## config.mk

```make
export PLATFORM = sky130hd
export DESIGN_NAME = ax301_segment_scan
export DESIGN_NICKNAME = d
export VERILOG_FILES = /design/src/rtl/ax301_segment_scan.sv
export SDC_FILE = /design/constraint.sdc
export NUM_CORES = 1
export LEC_CHECK = 0
export CAP_MARGIN = 20
export CORE_UTILIZATION = 50
export DETAILED_ROUTE_END_ITERATION = 12
export PLACE_DENSITY = 0.81
export SLEW_MARGIN = 20
export SYNTH_ARGS = -nofsm -noshare
export SYNTH_HDL_FRONTEND = slang
export SYNTH_SLANG_ARGS = --single-unit
export TNS_END_PERCENT = 10
```

## constraint.sdc

```tcl
create_clock -name clk -period 7.25 [get_ports clk]
set_input_delay 0.725 -clock clk [delete_from_list [all_inputs] [get_ports clk]]
set_output_delay 0.725 -clock clk [all_outputs]
set_load 0.01 [all_outputs]
```

## src/rtl/ax301_segment_scan.sv

```systemverilog
// Multiplexed 7-segment scanner for the AX301 board: time-slices DIGITS common-anode digits,
// with a dead-time blank at the start of each slot and a per-frame snapshot of the inputs.
package ax301_peripherals_pkg;
    typedef struct packed {
        logic [5:0] sel;
        logic [7:0] segment;
    } ax301_segment_ctrl;
endpackage

module ax301_segment_scan #(
    parameter int DIGITS       = 6,
    parameter int SCAN_DIV     = 50000,
    parameter int BLANK_CYCLES = 500
) (
    input  logic                                     clk,
    input  logic                                     rst,
    input  logic                                     en,
    input  logic                                     hex_mode,
    input  logic [DIGITS-1:0][7:0]                   digit_data,
    input  logic [DIGITS-1:0]                        digit_mask,
    output ax301_peripherals_pkg::ax301_segment_ctrl seg_ctrl,
    output logic                                     frame_start
);
    localparam int CW = $clog2(SCAN_DIV);
    localparam int IW = (DIGITS > 1) ? $clog2(DIGITS) : 1;

    localparam logic [CW-1:0] SLOT_LAST  = CW'(SCAN_DIV - 1);
    localparam logic [CW-1:0] BLANK_LAST = CW'((BLANK_CYCLES > 0) ? BLANK_CYCLES - 1 : 0);
    localparam logic [IW-1:0] IDX_LAST   = IW'(DIGITS - 1);

    localparam logic [1:0] S_IDLE  = 2'd0;
    localparam logic [1:0] S_BLANK = 2'd1;
    localparam logic [1:0] S_DRIVE = 2'd2;
    // Every slot opens in BLANK unless there is no dead time at all.
    localparam logic [1:0] S_SLOT0 = (BLANK_CYCLES > 0) ? S_BLANK : S_DRIVE;

    logic [1:0]             state_q, state_d;
    logic [CW-1:0]          cnt_q, cnt_d;
    logic [IW-1:0]          idx_q, idx_d;
    logic [DIGITS-1:0][7:0] snap_data_q, snap_data_d;
    logic [DIGITS-1:0]      snap_mask_q, snap_mask_d;
    logic                   snap_hex_q, snap_hex_d;
    logic                   take;

    ax301_peripherals_pkg::ax301_segment_ctrl seg_q, seg_d;
    logic                                     fs_q;
    logic [7:0]                               pat;

    function automatic logic [6:0] hex7(input logic [3:0] v);
        logic [6:0] r;
        case (v)
            4'h0: r = 7'h3F;
            4'h1: r = 7'h06;
            4'h2: r = 7'h5B;
            4'h3: r = 7'h4F;
            4'h4: r = 7'h66;
            4'h5: r = 7'h6D;
            4'h6: r = 7'h7D;
            4'h7: r = 7'h07;
            4'h8: r = 7'h7F;
            4'h9: r = 7'h6F;
            4'hA: r = 7'h77;
            4'hB: r = 7'h7C;
            4'hC: r = 7'h39;
            4'hD: r = 7'h5E;
            4'hE: r = 7'h79;
            default: r = 7'h71;
        endcase
        return r;
    endfunction

    always_comb begin
        state_d     = state_q;
        cnt_d       = cnt_q;
        idx_d       = idx_q;
        snap_data_d = snap_data_q;
        snap_mask_d = snap_mask_q;
        snap_hex_d  = snap_hex_q;
        take        = 1'b0;
        if (!en) begin
            state_d = S_IDLE;
            cnt_d   = '0;
            idx_d   = '0;
        end else begin
            case (state_q)
                S_IDLE: begin
                    state_d = S_SLOT0;
                    cnt_d   = '0;
                    idx_d   = '0;
                    take    = 1'b1;
                end
                S_BLANK: begin
                    cnt_d = cnt_q + 1'b1;
                    if (cnt_q == BLANK_LAST) state_d = S_DRIVE;
                end
                S_DRIVE: begin
                    if (cnt_q == SLOT_LAST) begin
                        cnt_d   = '0;
                        state_d = S_SLOT0;
                        if (idx_q == IDX_LAST) begin
                            idx_d = '0;
                            take  = 1'b1;
                        end else begin
                            idx_d = idx_q + 1'b1;
                        end
                    end else begin
                        cnt_d = cnt_q + 1'b1;
                    end
                end
                default: begin
                    state_d = S_IDLE;
                    cnt_d   = '0;
                    idx_d   = '0;
                end
            endcase
        end
        if (take) begin
            snap_data_d = digit_data;
            snap_mask_d = digit_mask;
            snap_hex_d  = hex_mode;
        end
    end

    // Outputs are computed from next-state values so the registered pins line up with the FSM.
    always_comb begin
        pat   = snap_hex_d ? {snap_data_d[idx_d][7], hex7(snap_data_d[idx_d][3:0])}
                           : snap_data_d[idx_d];
        seg_d = '1;
        if (state_d == S_DRIVE && snap_mask_d[idx_d]) begin
            seg_d.sel     = ~(6'd1 << idx_d);
            seg_d.segment = ~pat;
        end
    end

    always_ff @(posedge clk) begin
        if (rst) begin
            state_q     <= S_IDLE;
            cnt_q       <= '0;
            idx_q       <= '0;
            snap_data_q <= '0;
            snap_mask_q <= '0;
            snap_hex_q  <= 1'b0;
            seg_q       <= '1;
            fs_q        <= 1'b0;
        end else begin
            state_q     <= state_d;
            cnt_q       <= cnt_d;
            idx_q       <= idx_d;
            snap_data_q <= snap_data_d;
            snap_mask_q <= snap_mask_d;
            snap_hex_q  <= snap_hex_d;
            seg_q       <= seg_d;
            fs_q        <= take;
        end
    end

    assign seg_ctrl    = seg_q;
    assign frame_start = fs_q;
endmodule

```

==> impl_metrics.prom <==
# TYPE chip_impl_metric gauge
chip_impl_info{name="synth_top_cell_by_area",value="sky130_fd_sc_hd__dfxtp_1"} 1
chip_impl_metric{name="cts_made_buffers",unit=""} 9
chip_impl_metric{name="worst_setup_hold_path_clk_slew",unit="ns"} 0.09
chip_impl_metric{name="synth-edff-count",unit=""} 0
chip_impl_metric{name="crit_share_post_route",unit="%"} 58.4
chip_impl_metric{name="synth-xor-area-share",unit="%"} 2.42
chip_impl_metric{name="totalWireLength",unit="microns"} 10500
chip_impl_metric{name="synth-seq-area-share",unit="%"} 42.0
chip_impl_metric{name="worst_skew_pair_later_pin_latency",unit="ns"} 0.37
chip_impl_metric{name="std_cell_rows",unit=""} 33
chip_impl_metric{name="grtUsageTotal",unit="%"} 24.3
chip_impl_metric{name="fin_cells",unit=""} 625
chip_impl_info{name="tritoncts",value="built"} 1
chip_impl_metric{name="critical_path_peak_fanout",unit=""} 55
chip_impl_metric{name="p_int",unit="uW"} 788
chip_impl_metric{name="data_arrival_time_of_the_critical_path",unit="ns"} 4.46
chip_impl_metric{name="initial_antenna_violation_count",unit=""} 0
chip_impl_metric{name="drt_drc_violations_left",unit=""} 0
chip_impl_info{name="synth.top_cells.by_area",value="sky130_fd_sc_hd__dfxtp_1 (42%), sky130_fd_sc_hd__mux2i_1 (12%), sky130_fd_sc_hd__nor2_1 (6.8%), sky130_fd_sc_hd__ha_1 (3.2%), sky130_fd_sc_hd__nand2_1 (2.1%)"} 1
chip_impl_metric{name="multi_input_area",unit="sq um"} 2320
chip_impl_metric{name="finish.utilization",unit="%"} 63.5
chip_impl_info{name="worstSetupPathType",value="flop to flop"} 1
chip_impl_metric{name="globalRoute.totalOverflow",unit=""} 0
chip_impl_metric{name="grt_pass1_wl",unit="microns"} 16800
chip_impl_metric{name="report.power.total",unit="mW"} 1.05
chip_impl_metric{name="synth_top_area_share",unit="%"} 42.0
chip_impl_metric{name="die_x",unit="microns"} 95.2
chip_impl_metric{name="leakage",unit="nW"} 2.03
chip_impl_metric{name="synth_simple_gate_area_share",unit="%"} 19.7
chip_impl_metric{name="initial_standard_cell_utilization_of_the_core",unit="%"} 52.3
chip_impl_metric{name="gp_routability_congestion",unit=""} 0.931
chip_impl_info{name="rsz0062_at_grt",value="no"} 1
chip_impl_metric{name="io_pins",unit=""} 73
chip_impl_metric{name="timing_worst_slew_pin_value",unit="ns"} 1.05
chip_impl_metric{name="drtAntennaViolNets",unit=""} 0
chip_impl_metric{name="net_count_of_the_mapped_netlist",unit=""} 525
chip_impl_metric{name="yosys.cell_types.count",unit=""} 72
chip_impl_info{name="layout.cells.most_common",value="sky130_fd_sc_hd__dfxtp_1"} 1
chip_impl_metric{name="cts-resized-gates",unit=""} 0
chip_impl_info{name="launching_element_type_of_the_critical_path",value="flop"} 1
chip_impl_metric{name="power.density_cell_area",unit="nW/um^2"} 199
chip_impl_metric{name="area_growth_syn_to_layout",unit="%"} 21.5
chip_impl_metric{name="totalNegativeSetupSlack",unit="ns"} 0
chip_impl_metric{name="cts.hold.buffers_added",unit=""} 0
chip_impl_metric{name="mappedNetlistArea",unit="sq um"} 4340
chip_impl_metric{name="area_of_all_sequential_standard_cells",unit="sq um"} 1820
chip_impl_metric{name="insertedDiodeCount",unit=""} 0
chip_impl_metric{name="clock_tree.htree_level_count",unit=""} 3
chip_impl_metric{name="cts_num_sinks",unit=""} 91
chip_impl_metric{name="core_area",unit="sq um"} 8300
chip_impl_metric{name="final_max_slew_viol_count",unit=""} 0
chip_impl_metric{name="fin_skew",unit="ns"} 0.0186
chip_impl_metric{name="clk_path_buf_depth",unit=""} 2
chip_impl_metric{name="route.vias.total",unit=""} 3612
chip_impl_metric{name="max_freq",unit="MHz"} 236
chip_impl_metric{name="synth.avg_cell_area",unit="sq um"} 9.52
chip_impl_metric{name="yosys_warnings",unit=""} 0
chip_impl_metric{name="first_pass_iters",unit=""} 6
chip_impl_metric{name="power.share.clock",unit="%"} 36.3
chip_impl_metric{name="yosys_register_bits",unit=""} 91
chip_impl_metric{name="port_buffers",unit=""} 72
chip_impl_info{name="clock-root-buffer",value="sky130_fd_sc_hd__clkbuf_8"} 1
chip_impl_metric{name="power_switching_share",unit="%"} 24.9
chip_impl_metric{name="seq_power_share",unit="%"} 50.1
chip_impl_metric{name="drive_gt1_share",unit="%"} 8.85
chip_impl_metric{name="cts.repair_timing.setup_buffer_count",unit=""} 0
chip_impl_metric{name="fillers",unit=""} 707
chip_impl_metric{name="net_switching_power_figure",unit="uW"} 261
chip_impl_metric{name="post-place-ws",unit="ns"} 3.01
chip_impl_metric{name="vias_per_cell",unit=""} 5.78
chip_impl_metric{name="crit_required",unit="ns"} 7.48
chip_impl_metric{name="max-slew-margin-rel",unit="%"} 30.0
chip_impl_info{name="dominant_combinational_cell_family_by_area_after_synthesis",value="simple AND/OR/NAND/NOR gates"} 1
chip_impl_metric{name="detailedPlacementHpwl",unit="microns"} 7590
chip_impl_metric{name="synthAdderAreaFrac",unit="%"} 3.17
chip_impl_info{name="most_frequent_cells_in_the_layout",value="sky130_fd_sc_hd__dfxtp_1 (91), sky130_fd_sc_hd__nor2_1 (79), sky130_fd_sc_hd__clkdlybuf4s50_1 (71)"} 1
chip_impl_info{name="main_synth_ff_type",value="sky130_fd_sc_hd__dfxtp_1"} 1
chip_impl_info{name="element_type_at_the_critical_path_end",value="flop"} 1
chip_impl_metric{name="synthMuxAreaShare",unit="%"} 14.9
chip_impl_metric{name="timing.final.ws_setup",unit="ns"} 3.02
chip_impl_metric{name="dp.cells",unit=""} 609
chip_impl_metric{name="finalSetupViolCount",unit=""} 0
chip_impl_info{name="worst_hold_path_type",value="flop to flop"} 1
chip_impl_metric{name="max_cap_violations",unit=""} 0
chip_impl_metric{name="detail_route.wl_per_cell",unit="microns"} 16.8
chip_impl_metric{name="report.final.hold_viol_count",unit=""} 0
chip_impl_metric{name="synth_compound_area_share",unit="%"} 13.1
chip_impl_metric{name="final_nets",unit=""} 584
chip_impl_metric{name="final_period_minus_worst_setup_slack",unit="ns"} 4.23
chip_impl_metric{name="power.share.combinational",unit="%"} 13.6
chip_impl_metric{name="dieHeight",unit="microns"} 95.2
chip_impl_info{name="status",value="finished clean"} 1
chip_impl_metric{name="ir_drop_worst_vdd",unit="mV"} 0.143
chip_impl_metric{name="drt_iter0_markers",unit=""} 274
chip_impl_metric{name="first_global_vias",unit=""} 3481
chip_impl_metric{name="area_of_the_die",unit="sq um"} 9050
chip_impl_metric{name="async_set_or_reset_flop_fraction_in_the_synthesized_netlist",unit="%"} 0
chip_impl_metric{name="synth_cells",unit=""} 456
chip_impl_metric{name="grt_max_degree",unit=""} 62
==> power groups by stage <==
stage          Clock [mW]  Combinational [mW]  Sequential [mW]
2_1_floorplan           0              0.0932            0.535
3_3_place_gp            0               0.138            0.536
3_5_place_dp            0               0.141            0.537
4_1_cts             0.384               0.143            0.525
5_1_grt             0.406               0.156            0.527
6_report            0.380               0.143            0.525
==> metrics by stage <==
step           instance area (sq um)  hold WS (ns)
2_1_floorplan                   4340         0.426
3_3_place_gp                    5050         0.437
3_5_place_dp                    5050         0.451
4_1_cts                         5270         0.472
5_1_grt                         5270         0.503
6_report                        5270         0.471
==> state kept, by name, summed over array words and instances (netlist names) <==
register / cells
seg_ctrl: 14
snap_hex_q: 1
state_q: 2
snap_data_q: 48
idx_q: 3
frame_start: 1
snap_mask_q: 6
cnt_q: 16
==> Yosys cell counts, drive strengths merged (3+ instances only) <==
cell / n
clkbuf: 14
nor2b: 9
o22ai: 4
or3: 6
dfxtp: 91
and3: 5
nand2: 24
xor2: 8
mux2: 10
nor4: 5
o32ai: 5
o211ai: 3
nand4: 5
nand3b: 3
inv: 8
o221ai: 3
o21ai: 10
mux2i: 53
nor2: 79
buf: 12
xnor2: 4
o32a: 3
nand3: 17
a22oi: 4
a21oi: 17
or2: 3
nor3: 4
ha: 11
a222oi: 4
==> critical path, stage by stage, from the launching register on <==
cell                       delay [ns]
sky130_fd_sc_hd__dfxtp_1         0.36
sky130_fd_sc_hd__or4_1           0.67
sky130_fd_sc_hd__or3_4           0.48
sky130_fd_sc_hd__o31ai_4         0.29
sky130_fd_sc_hd__buf_12          0.35
sky130_fd_sc_hd__mux2i_1         0.31
sky130_fd_sc_hd__o221ai_1        0.17
sky130_fd_sc_hd__a211oi_2        0.83
sky130_fd_sc_hd__mux2_1          0.38
sky130_fd_sc_hd__a21oi_1         0.15
sky130_fd_sc_hd__o21ai_1         0.09
==> per-layer routing <==
metal / part of all wire, % / up-vias / GRT usage (%)
met5: 0 / - / 0
met4: 2.1 / 0 / 9.09
met3: 6.3 / 26 / 5.18
met2: 47 / 126 / 39.0
met1: 45 / 1708 / 32.1
li1: - / 1752 / -
==> final cells by class <==
cell class	count	share of cell area, %
clock buffers	9	2.35
clock inverters	7	1.87
inverters	8	0.569
multi-input cells	331	44.1
flip-flops and latches	91	34.5
well taps	105	2.49
repair buffers	74	14.1
==> worst paths after layout <==
| check | from | slack [ns] | cells after the start | endpoint |
|---|---|---|---|---|
| max | cnt_q[10] | 3.02 | 10 | seg_ctrl[3] |
| min reg2reg | cnt_q[0] | 0.47 | 1 | cnt_q[0] |
| max reg2reg | cnt_q[10] | 3.02 | 10 | seg_ctrl[3] |
| min | cnt_q[0] | 0.47 | 1 | cnt_q[0] |
==> cell families after synthesis <==
group / count (synthesis)
AO/OA/AOI/OAI: 72
XOR/XNOR: 12
multiplexers: 63
adder cells (fa/ha/maj): 11
buffers and inverters: 34
flip-flops: 91
AND/OR/NAND/NOR: 173
(Power assumes the default switching activity.)
